## src/rtl/btn_debounce.sv

```systemverilog
// btn_debounce: two-flop synchronizer plus per-channel stability counter debouncer.
// Define BTN_DEBOUNCE_EDGE_EN to build the registered press/release strobes.
module btn_debounce #(
  parameter int NBTN            = 2,
  parameter int DEBOUNCE_CYCLES = 50000,
  parameter int CNT_W           = 16
) (
  input  logic            clk,
  input  logic            rst_n,
  input  logic [NBTN-1:0] btn_raw,
  output logic [NBTN-1:0] btn_db,
  output logic [NBTN-1:0] btn_press,
  output logic [NBTN-1:0] btn_release
);
  localparam logic [CNT_W-1:0] LAST = CNT_W'(DEBOUNCE_CYCLES - 1);
  logic [NBTN-1:0] sync1_q, sync2_q, db_q, db_d, acc;
  always_ff @(posedge clk or negedge rst_n)
    if (!rst_n) begin
      sync1_q <= '0;
      sync2_q <= '0;
      db_q    <= '0;
    end else begin
      sync1_q <= btn_raw;
      sync2_q <= sync1_q;
      db_q    <= db_d;
    end
  for (genvar g = 0; g < NBTN; g++) begin : g_ch
    logic [CNT_W-1:0] cnt_q, cnt_d;
    logic             diff;
    // A bounce back to the accepted level restarts the count; acceptance also clears it.
    always_comb begin
      diff    = sync2_q[g] != db_q[g];
      acc[g]  = diff && (cnt_q == LAST);
      cnt_d   = (!diff || acc[g]) ? '0 : cnt_q + CNT_W'(1);
      db_d[g] = acc[g] ? sync2_q[g] : db_q[g];
    end
    always_ff @(posedge clk or negedge rst_n)
      if (!rst_n) cnt_q <= '0;
      else        cnt_q <= cnt_d;
  end
  assign btn_db = db_q;
`ifdef BTN_DEBOUNCE_EDGE_EN
  logic [NBTN-1:0] press_q, release_q;
  always_ff @(posedge clk or negedge rst_n)
    if (!rst_n) begin
      press_q   <= '0;
      release_q <= '0;
    end else begin
      press_q   <= acc & sync2_q;
      release_q <= acc & ~sync2_q;
    end
  assign btn_press   = press_q;
  assign btn_release = release_q;
`else
  assign btn_press   = '0;
  assign btn_release = '0;
`endif
endmodule

```

## config.mk

```make
export PLATFORM = sky130hd
export DESIGN_NAME = btn_debounce
export DESIGN_NICKNAME = d
export VERILOG_FILES = /design/src/rtl/btn_debounce.sv
export SDC_FILE = /design/constraint.sdc
export NUM_CORES = 1
export LEC_CHECK = 0
export BUFFER_PORTS_ARGS = -buffer_cell sky130_fd_sc_hd__buf_2
export CORE_AREA = 3 3 70 72
export CTS_BUF_LIST = sky130_fd_sc_hd__clkbuf_4 sky130_fd_sc_hd__clkbuf_8
export CTS_CLUSTER_DIAMETER = 40
export DETAILED_ROUTE_END_ITERATION = 10
export DIE_AREA = 0 0 73 75
export PLACE_DENSITY = 0.62
export SKIP_CTS_REPAIR_TIMING = 1
export SKIP_LAST_GASP = 1
export SYNTH_ARGS = -nofsm -noshare
export SYNTH_HDL_FRONTEND = slang
export SYNTH_SLANG_ARGS = --single-unit
```

## constraint.sdc

```tcl
create_clock -name clk -period 4.6 [get_ports clk]
set_input_delay 1.15 -clock clk [delete_from_list [all_inputs] [get_ports clk]]
set_output_delay 1.15 -clock clk [all_outputs]
set_load 0.005 [all_outputs]
```

==> results.txt, run 1 <==
- The run finished with clean final reports.
- Global-route wire length before repair: 5575 um
* Count of final hold-check violations: 0
- Area of the multi-input gates: 814.5 sq um
- Total stage count of the critical path: 1
* Number of buffer cells added on primary ports: 5
- The number of antenna violations at the first check in global routing is 0.
- The clock tree synthesis step divided the H-tree into 2 levels.
- Total grt overflow: 0
- In this run, CTS created clock tree buffers numbering 5.
- Worst Setup End Kind: primary output
- Including well taps, the total number of placed cells is 230.
- Setup violators final: 0
* Highest-count cells in the layout ignoring fill and taps: dfrtp_1, nor2_1, xnor2_1
* Max-cap violation count: 0
- Vertical extent of the die: 75 um
* Launch instance of the worst min-delay path: sync1_q[0]$_DFF_PN0_
- Critical path data arrival time: 0.82 ns
- Critical Setup Path Class: reg -> out
* P&R area growth vs syn: 8.577%
- Cell chain of the critical path: buf_2
- After synthesis, the share of flip-flops with an asynchronous set or reset is 100.0%.
- Headroom to the max-slew limit came out at 44.64%.
- The via count of the first global-routing pass was 1276.
- After the last flow step, the layout net total stands at 191.
- R2r startpoint: g_ch[0].cnt_q[10]$_DFF_PN0_
- Counting flops and latches in the post-synthesis netlist gives 38.
- Average footprint of a synthesized cell: 10.38 sq um
* R2R depth: 3
- Clock root buffer: clkbuf_8
* Worst path slowest cell: dfrtp_1
* Buffers and inverters on the worst path: 1
- The most critical setup path has its startpoint at btn_db[1]$_DFFE_PN0P_.
- Detailed-router iteration count before antenna repair: 4
- Row generation in the floorplan step produced 24 rows.
- Fraction of power spent switching nets: 21.90%
- Synthesis handed over a netlist of 177 instances.
* Sum of routed wire length over all layers: 3087 um
* Metal-1 WL: 1368 um
- Mapped Area: 1838 sq um
- Registers are responsible for 53.2% of the overall power.
- Initial cell density of the core: 42.21%
- Once detail routing completed, the nets flagged for antenna violations numbered 0.
- Using the TritonRoute via totals, the vias-per-cell ratio works out to 5.353.
- Number of pins exceeding their max-slew limit in the final report: 0
- Actual slew at the worst max-slew pin: 0.8275 ns
* Capture point of the critical path: btn_db[1]
* Worst vdd rail ir drop: 0.1646 mV
* Clock slew seen by the registers of the worst setup and hold paths: 0.08 ns
* Sequential element share of the synthesized area: 51.74%
* Most instantiated flip-flop cell in the synthesis netlist: dfrtp_1
* Largest driver fanout on the critical path: 3
* Switching power: 142.3 uW
- The floorplan step defined a die boundary enclosing 5475 sq um.
* Pwr dens: 325.6 nW/um^2
* Cell Area, Placed: 1882 sq um
- The clock net in this run drives a total of 38 sinks.
- The endpoint identified for the worst register-to-register timing path is g_ch[0].cnt_q[2]$_DFF_PN0_.
- In this run, the number of DRC markers left after iteration 0 of detailed routing was 76.
* Final antenna diode count: 0
- Final worst hold slack: 0.3619 ns
- The cell family contributing the most delay on the critical path is flip-flops.
- # fillers: 410
- For this run, the slowest stage of the critical path takes 0.40 ns.
- Weighted congestion reported at the end of routability-driven placement: 0.8342
- Number of buffers between clock root and the deepest sink: 2
- Data required time at the worst endpoint: 3.45 ns
- Width of the die: 73 um
- Across every metal layer, demand over resource in global routing totals 13.29%.
- Detailed placement HPWL: 2182 um
- TritonCTS clock tree: built
* Unrepaired setup endpoints after global routing: false
- Internal Power: 507.5 uW
- Leaving out fill and tap cells, the most frequent cell in the layout is dfrtp_1.
- Final critical-path share of the clock period: 42.90%
- Distinct cell type count after synthesis: 29
* Classification of the worst-slack hold path: reg -> reg
- Total negative setup slack: 0 ns
- Dividing the detail-routed wire length by the instance count gives 12.97 um.
- Met2 wire length: 1526 um
- The core region is 4354 sq um.
- STA classifies the critical path startpoint as a flip-flop.
- Static Leak: 0.8135 nW
- Counting flops with a built-in enable in the synthesized netlist gives 0.
- Sequential cell area in the final layout: 950.9 sq um
- Warnings, synthesis: 0
* Vias after detailed routing: 1274
- After detailed routing, the met3 layer carries 150 um of wire.
* Worst-case register-to-register setup slack: 2.64 ns
* Worst Clk Skew: 0.003576 ns
* Timing-limited maximum frequency: 506.7 MHz
- Count of placed standard cells in the final layout, fillers left out: 238
- The routed design could run at a clock period as short as 1.974 ns.
- Combinational logic burns 3.4% of the power.
- Signal routing reaches up to met4.
- Summing all non-filler instances in the final layout gives an area of 1996 sq um.
- Largest net degree at the start of global routing: 39
- Clock insertion delay at the later pin of the skew report: 0.29 ns
* Share of total power in the clock network: 43.4%
- Number of I/O pins: 10
- # DRC: 0
* Fraction of layout cells with a size suffix above 1: 10.22%
- Final Total Pwr: 649.7 uW
-- sequential cells by signal, summed over array words and instances (netlist names) --
name / cells
sync1_q: 2
g_ch.cnt_q: 32
btn_db: 2
sync2_q: 2
-- routing by layer --
metal	vias to the layer above	track usage (%)
li1	620	-
met1	615	15.04
met2	32	23.34
met3	7	3.605
met4	0	6.148
met5	-	0
-- kinds of logic after synthesis --
kind of cell / after synthesis / share of synthesized area, %
DFF: 38 / 51.74
muxes: 2 / 1.225
and+or+nand+nor: 87 / 24.51
other: 1 / 0.2040
AOI/OAI and AO/OA: 5 / 3.063
buffers and inverters: 14 / 4.561
xor gates and xnor gates: 28 / 13.34
adders and majority gates: 2 / 1.361
-- cells in the mapped netlist, drive strengths merged (2+ instances only) --
cell | number | share of area [%]
dfrtp | 38 | 52
nor2 | 33 | 6.7
xnor2 | 21 | 10
nand3 | 10 | 3.0
nor4 | 10 | 3.4
nand2 | 8 | 1.6
nand4 | 8 | 2.7
buf | 7 | 3.1
inv | 7 | 1.4
xor2 | 7 | 3.3
nor3 | 5 | 1.4
or3 | 4 | 1.4
and3 | 3 | 1.0
ha | 2 | 1.4
mux2 | 2 | 1.2
nor4b | 2 | 1.3
nor4bb | 2 | 1.1
-- per-stage QoR --
stage / setup slack (ns) / util, %
6_report: 2.626 / 45.83
5_1_grt: 2.402 / 45.83
4_1_cts: 2.595 / 45.83
3_5_place_dp: 2.604 / 43.22
3_3_place_gp: 2.670 / 43.22
2_1_floorplan: 2.948 / -
-- power groups by stage --
stage / clock, mW / combinational (mW) / sequential, mW
2_1_floorplan: 0 / 0.0159 / 0.351
3_3_place_gp: 0 / 0.0222 / 0.352
3_5_place_dp: 0 / 0.0232 / 0.352
4_1_cts: 0.291 / 0.0233 / 0.346
5_1_grt: 0.304 / 0.0263 / 0.347
6_report: 0.282 / 0.0222 / 0.346
-- worst min-delay path by stage --
stage | end | slack (ns) | cells after the start
finish | sync2_q[0]$_DFF_PN0_ | 0.36 | 0
global route | sync2_q[0]$_DFF_PN0_ | 0.38 | 0
CTS | sync2_q[0]$_DFF_PN0_ | 0.37 | 0
detailed placement | sync2_q[0]$_DFF_PN0_ | 0.35 | 0
global placement | sync2_q[0]$_DFF_PN0_ | 0.33 | 0
floorplan | sync2_q[0]$_DFF_PN0_ | 0.33 | 0
-- cell type report --
| type | count | area share [%] |
|---|---|---|
| multi-input combinational | 128 | 40.82 |
| inverter | 7 | 1.317 |
| clock inverter | 3 | 2.257 |
| sequential | 38 | 47.65 |
| tap | 52 | 3.260 |
| timing repair buffer | 5 | 1.254 |
| clock buffer | 5 | 3.448 |
(Power assumes the default switching activity.)
==> inputs of run 2 (changes only) <==
ABC_AREA = 1   (was unset)
CORE_AREA = 3 3 73 75   (was 3 3 70 72)
DIE_AREA = 0 0 76 78   (was 0 0 73 75)
PLACE_DENSITY = 0.64   (was 0.62)
clock period = 1.7 ns   (was 4.6 ns; I/O delays follow)
==> run 2 against run 1 <==
Compared with the run above:
- combinational power rose to 3.1 times the previous value
- worst hold slack worse by 0.30 ns
- first-iteration DRC count decreased by 24%
- critical endpoint is now g_ch[0].cnt_q[12]$_DFF_PN0_
==> results.txt, run 2 <==
- The layout cell share with drive strength beyond 1 came to 8.614% (-1.6 points).
- The TritonCTS buffer count was 5 (unchanged).
* Detailed-router iteration count before antenna repair: 4 (unchanged)
- Summed over all instances, the cell type with the most area after synthesis is dfrtp_1.
* Die outline area: 5928 sq um (+8.3%)
- Delay of the slowest cell on the worst path: 0.39 ns (about the same)
- The total length of routed wires is 3543 um (+15%).
- The via count of the routed design was 1565 (+23%).
- The share of synthesized cell area in and, or, nand and nor gates is 34.51% (+10 points).
* Post-Synth XOR/XNOR Area: 6.952% (-6.4 points)
- The die extent in y is 78 um (+4.0%).
- TritonCTS clock tree: built
- Number of H-tree branching levels: 2 (unchanged)
- The number of maximum-capacitance constraint violations is 0 (unchanged).
- By instance count, the cell type seen most on the critical path is nor2_1.
- Pwr dens: 751.9 nW/um^2 (+130%)
- The worst endpoint data arrival time was 1.66 ns (+0.84 ns).
- Leaving out fill and tap cells, the most frequent cells in the layout are nor2_1, nand2_1, dfrtp_1.
* Classification of the worst-slack hold path: in -> async
* Number of pins exceeding their max-slew limit in the final report: 0 (unchanged)
* Combinational family with the most area after synthesis: simple AND/OR/NAND/NOR gates
- Core outline area: 4723 sq um (+8.5%)
- Mapped Area: 2016 sq um (+9.7%)
- Critical Setup Path Class: reg -> reg
* Unrepaired setup endpoints after global routing: false
- Number of flops mapped to enable cells by yosys: 0 (unchanged)
- CP delay by family, top: simple AND/OR/NAND/NOR gates
- Synth top area cells: dfrtp_1, nor2_1, nand2_1
- Cell chain of the critical path: ha_1, nand3_2, nor2_1, nand2_2, nand2_4, nor2_1
- The synthesized netlist cell count is 256 (+45%).
* Distinct cell type count after synthesis: 19 (-34%)
* Number of buffers between clock root and the deepest sink: 2 (unchanged)
- Worst path slowest cell: dfrtp_1
- Core Rows: 25 (+4.2%)
* Via-to-Cell Ratio: 4.686 (-12%)
* Largest driver fanout on the critical path: 16 (+13)
- Compound-Gate Fraction of Synth Area: 2.110% (-0.95 points)
* Area of the multi-input gates: 918.4 sq um (+13%)
- Clock Sinks: 38 (unchanged)
- Total grt overflow: 0 (unchanged)
- The peak ir drop on the vdd network is 0.4828 mV (+190%).
- Most instantiated flip-flop cell in the synthesis netlist: dfrtp_1
* Detailed placement HPWL: 2666 um (+22%)
- The flip-flop count of the largest register, all copies and words added was 32 (unchanged).
* Worst Clk Skew: 0.004717 ns (+0.001141 ns)
* # fillers: 474 (+16%)
- Weighted congestion reported at the end of routability-driven placement: 0.8152 (-2.3%)
* Final antenna diode count: 0 (unchanged)
* Most instantiated library cell after synthesis: nor2_1
- The count of buffers inserted at the top-level ports was 5 (unchanged).
- Sequential element share of the synthesized area: 47.18% (-4.6 points)
- Total negative setup slack: 0 ns (unchanged)
- The number of remaining DRC errors is 0 (unchanged).
- The required time of the critical path was 1.88 ns (-1.57 ns).
- STA classifies the critical path startpoint as a flip-flop.
* P&R area growth vs syn: 8.690%
- Global-route total usage across every layer: 13.48% (+0.19 points)
- The most critical setup path has its startpoint at g_ch[0].cnt_q[0]$_DFF_PN0_.
- Top reg by flops: g_ch.cnt_q
* Starting DRT DRC Count: 58 (-24%)
- Number of global-route vias before repair: 1436 (+13%)
- Number of antenna-violating nets in the routed design: 0 (unchanged)
- The clock period could shrink to 1.484 ns.
- Static Leak: 0.9197 nW (+13%)
* Synth top cells by count: nor2_1, nand2_1, dfrtp_1
* Final Total Pwr: 1.647 mW (+150%)
* Count of final hold-check violations: 0 (unchanged)
* Buffers and inverters on the worst path: 0 (-1)
* Clock insertion delay at the later pin of the skew report: 0.29 ns (about the same)
* Adder-Cell Fraction of Synth Area: 1.241% (-0.12 points)
- Final critical-path share of the clock period: 87.27%
- The run finished with clean final reports.
* Initial cell density of the core: 42.68% (+0.46 points)
- Number of I/O pins: 10 (unchanged)
- The root buffer cell chosen for the clock tree is clkbuf_8.
* Global-route wire length before repair: 6513 um (+17%)
- The area share of the largest cell type after synthesis was 47.18% (-4.6 points).
- The register area is 950.9 sq um (unchanged).
- The count of state elements after synthesis came to 38 (unchanged).
- Final-stage net count: 272 (+42%)
* Timing-limited maximum frequency: 674.0 MHz
- The library cell used most frequently in the layout, excluding fill and tap cells, is nor2_1.
- STA classifies the critical path endpoint as a flip-flop.
- The yosys synthesis warning count came to 0 (unchanged).
* Post-DR wirelength/cell: 10.61 um (-18%)
- Number of antenna violations at the first check in global routing: 0 (unchanged)
* Clock slew seen by the registers of the worst setup and hold paths: 0.07 ns (about the same)
- The die outline width is 76 um (+4.1%).
- The share of flip-flops with an asynchronous set or reset after synthesis was 100.0% (unchanged).
* R2r startpoint: g_ch[0].cnt_q[0]$_DFF_PN0_
- Largest net degree at the start of global routing: 24 (-38%)
* Setup violators final: 0 (unchanged)
- Average footprint of a synthesized cell: 7.874 sq um (-24%)
- The fraction of synthesized area in multiplexers is 0% (-1.2 points).
==> run 2: cell types whose count changed in the layout (fill, tap and decap cells not counted), sizes merged, moves of 5 or more <==
| cell | previous run | this run |
|---|---|---|
| nor3 | 5 | 0 |
| inv | 7 | 26 |
| xor2 | 7 | 12 |
| nand2 | 8 | 67 |
| xnor2 | 21 | 4 |
| nor4 | 10 | 0 |
| nor2 | 33 | 65 |
| nand4 | 8 | 14 |
==> run 2: final cells by class <==
cell class	instances	share of cell area (%)
flip-flops and latches	38	43.40
multi-input cells	189	41.92
inverters	26	4.455
well taps	67	3.826
clock buffers	6	3.769
repair buffers	6	2.056
clock inverters	2	0.5711
==> run 2: where the power goes <==
group | leakage, nW | switching [mW] | internal (mW)
Sequential | 0.517 | 0.0147 | 0.920
Combinational | 0.356 | 0.0457 | 0.0221
Clock | 0.0472 | 0.319 | 0.326
==> run 2: stage by stage <==
step	setup slack (ns)	cell area, sq um	hold WS [ns]	utilization (%)	instances
6_report	0.2163	2191	0.05700	46.38	334
5_1_grt	0.07438	2191	0.06196	46.38	334
4_1_cts	0.2125	2191	0.06176	46.38	334
3_5_place_dp	0.2208	2096	0.3420	44.37	326
3_3_place_gp	0.2321	2096	0.3399	44.37	326
2_1_floorplan	0.3886	2027	0.1294	-	259
==> run 2: final timing paths <==
kind / end / slack [ns] / cells after the start
max: g_ch[0].cnt_q[12]$_DFF_PN0_ / 0.22 / 6
min: sync2_q[0]$_DFF_PN0_ / 0.06 / 1
max reg2reg: g_ch[0].cnt_q[12]$_DFF_PN0_ / 0.22 / 6
min reg2reg: sync2_q[1]$_DFF_PN0_ / 0.36 / 0
max in group asynchronous: g_ch[0].cnt_q[12]$_DFF_PN0_ / 1.20 / 2
min in group clk: sync1_q[0]$_DFF_PN0_ / 0.24 / 1
==> run 2: worst reg2reg max path, stage by stage, from the launching register on <==
cell and delay, ns:
dfrtp_1 0.39, ha_1 0.26, nand3_2 0.16, nor2_1 0.21, nand2_2 0.10, nand2_4 0.18
nor2_1 0.08
==> run 2: cells by family (layout without fill, tap and decap cells) <==
family                     after synthesis  in the layout
xor gates and xnor gates                16             16
and+or+nand+nor                        160            160
DFF                                     38             38
other                                    1              4
buffers and inverters                   32             40
adders and majority gates                2              2
AOI/OAI and AO/OA                        7              7
==> run 2: per-layer routing <==
metal	vias to the layer above	track usage, %	part of all wire (%)
met4	0	3.804	1.3
met3	5	3.944	4.5
met5	-	0	0
li1	807	-	-
met2	24	19.77	41
met1	729	19.36	53
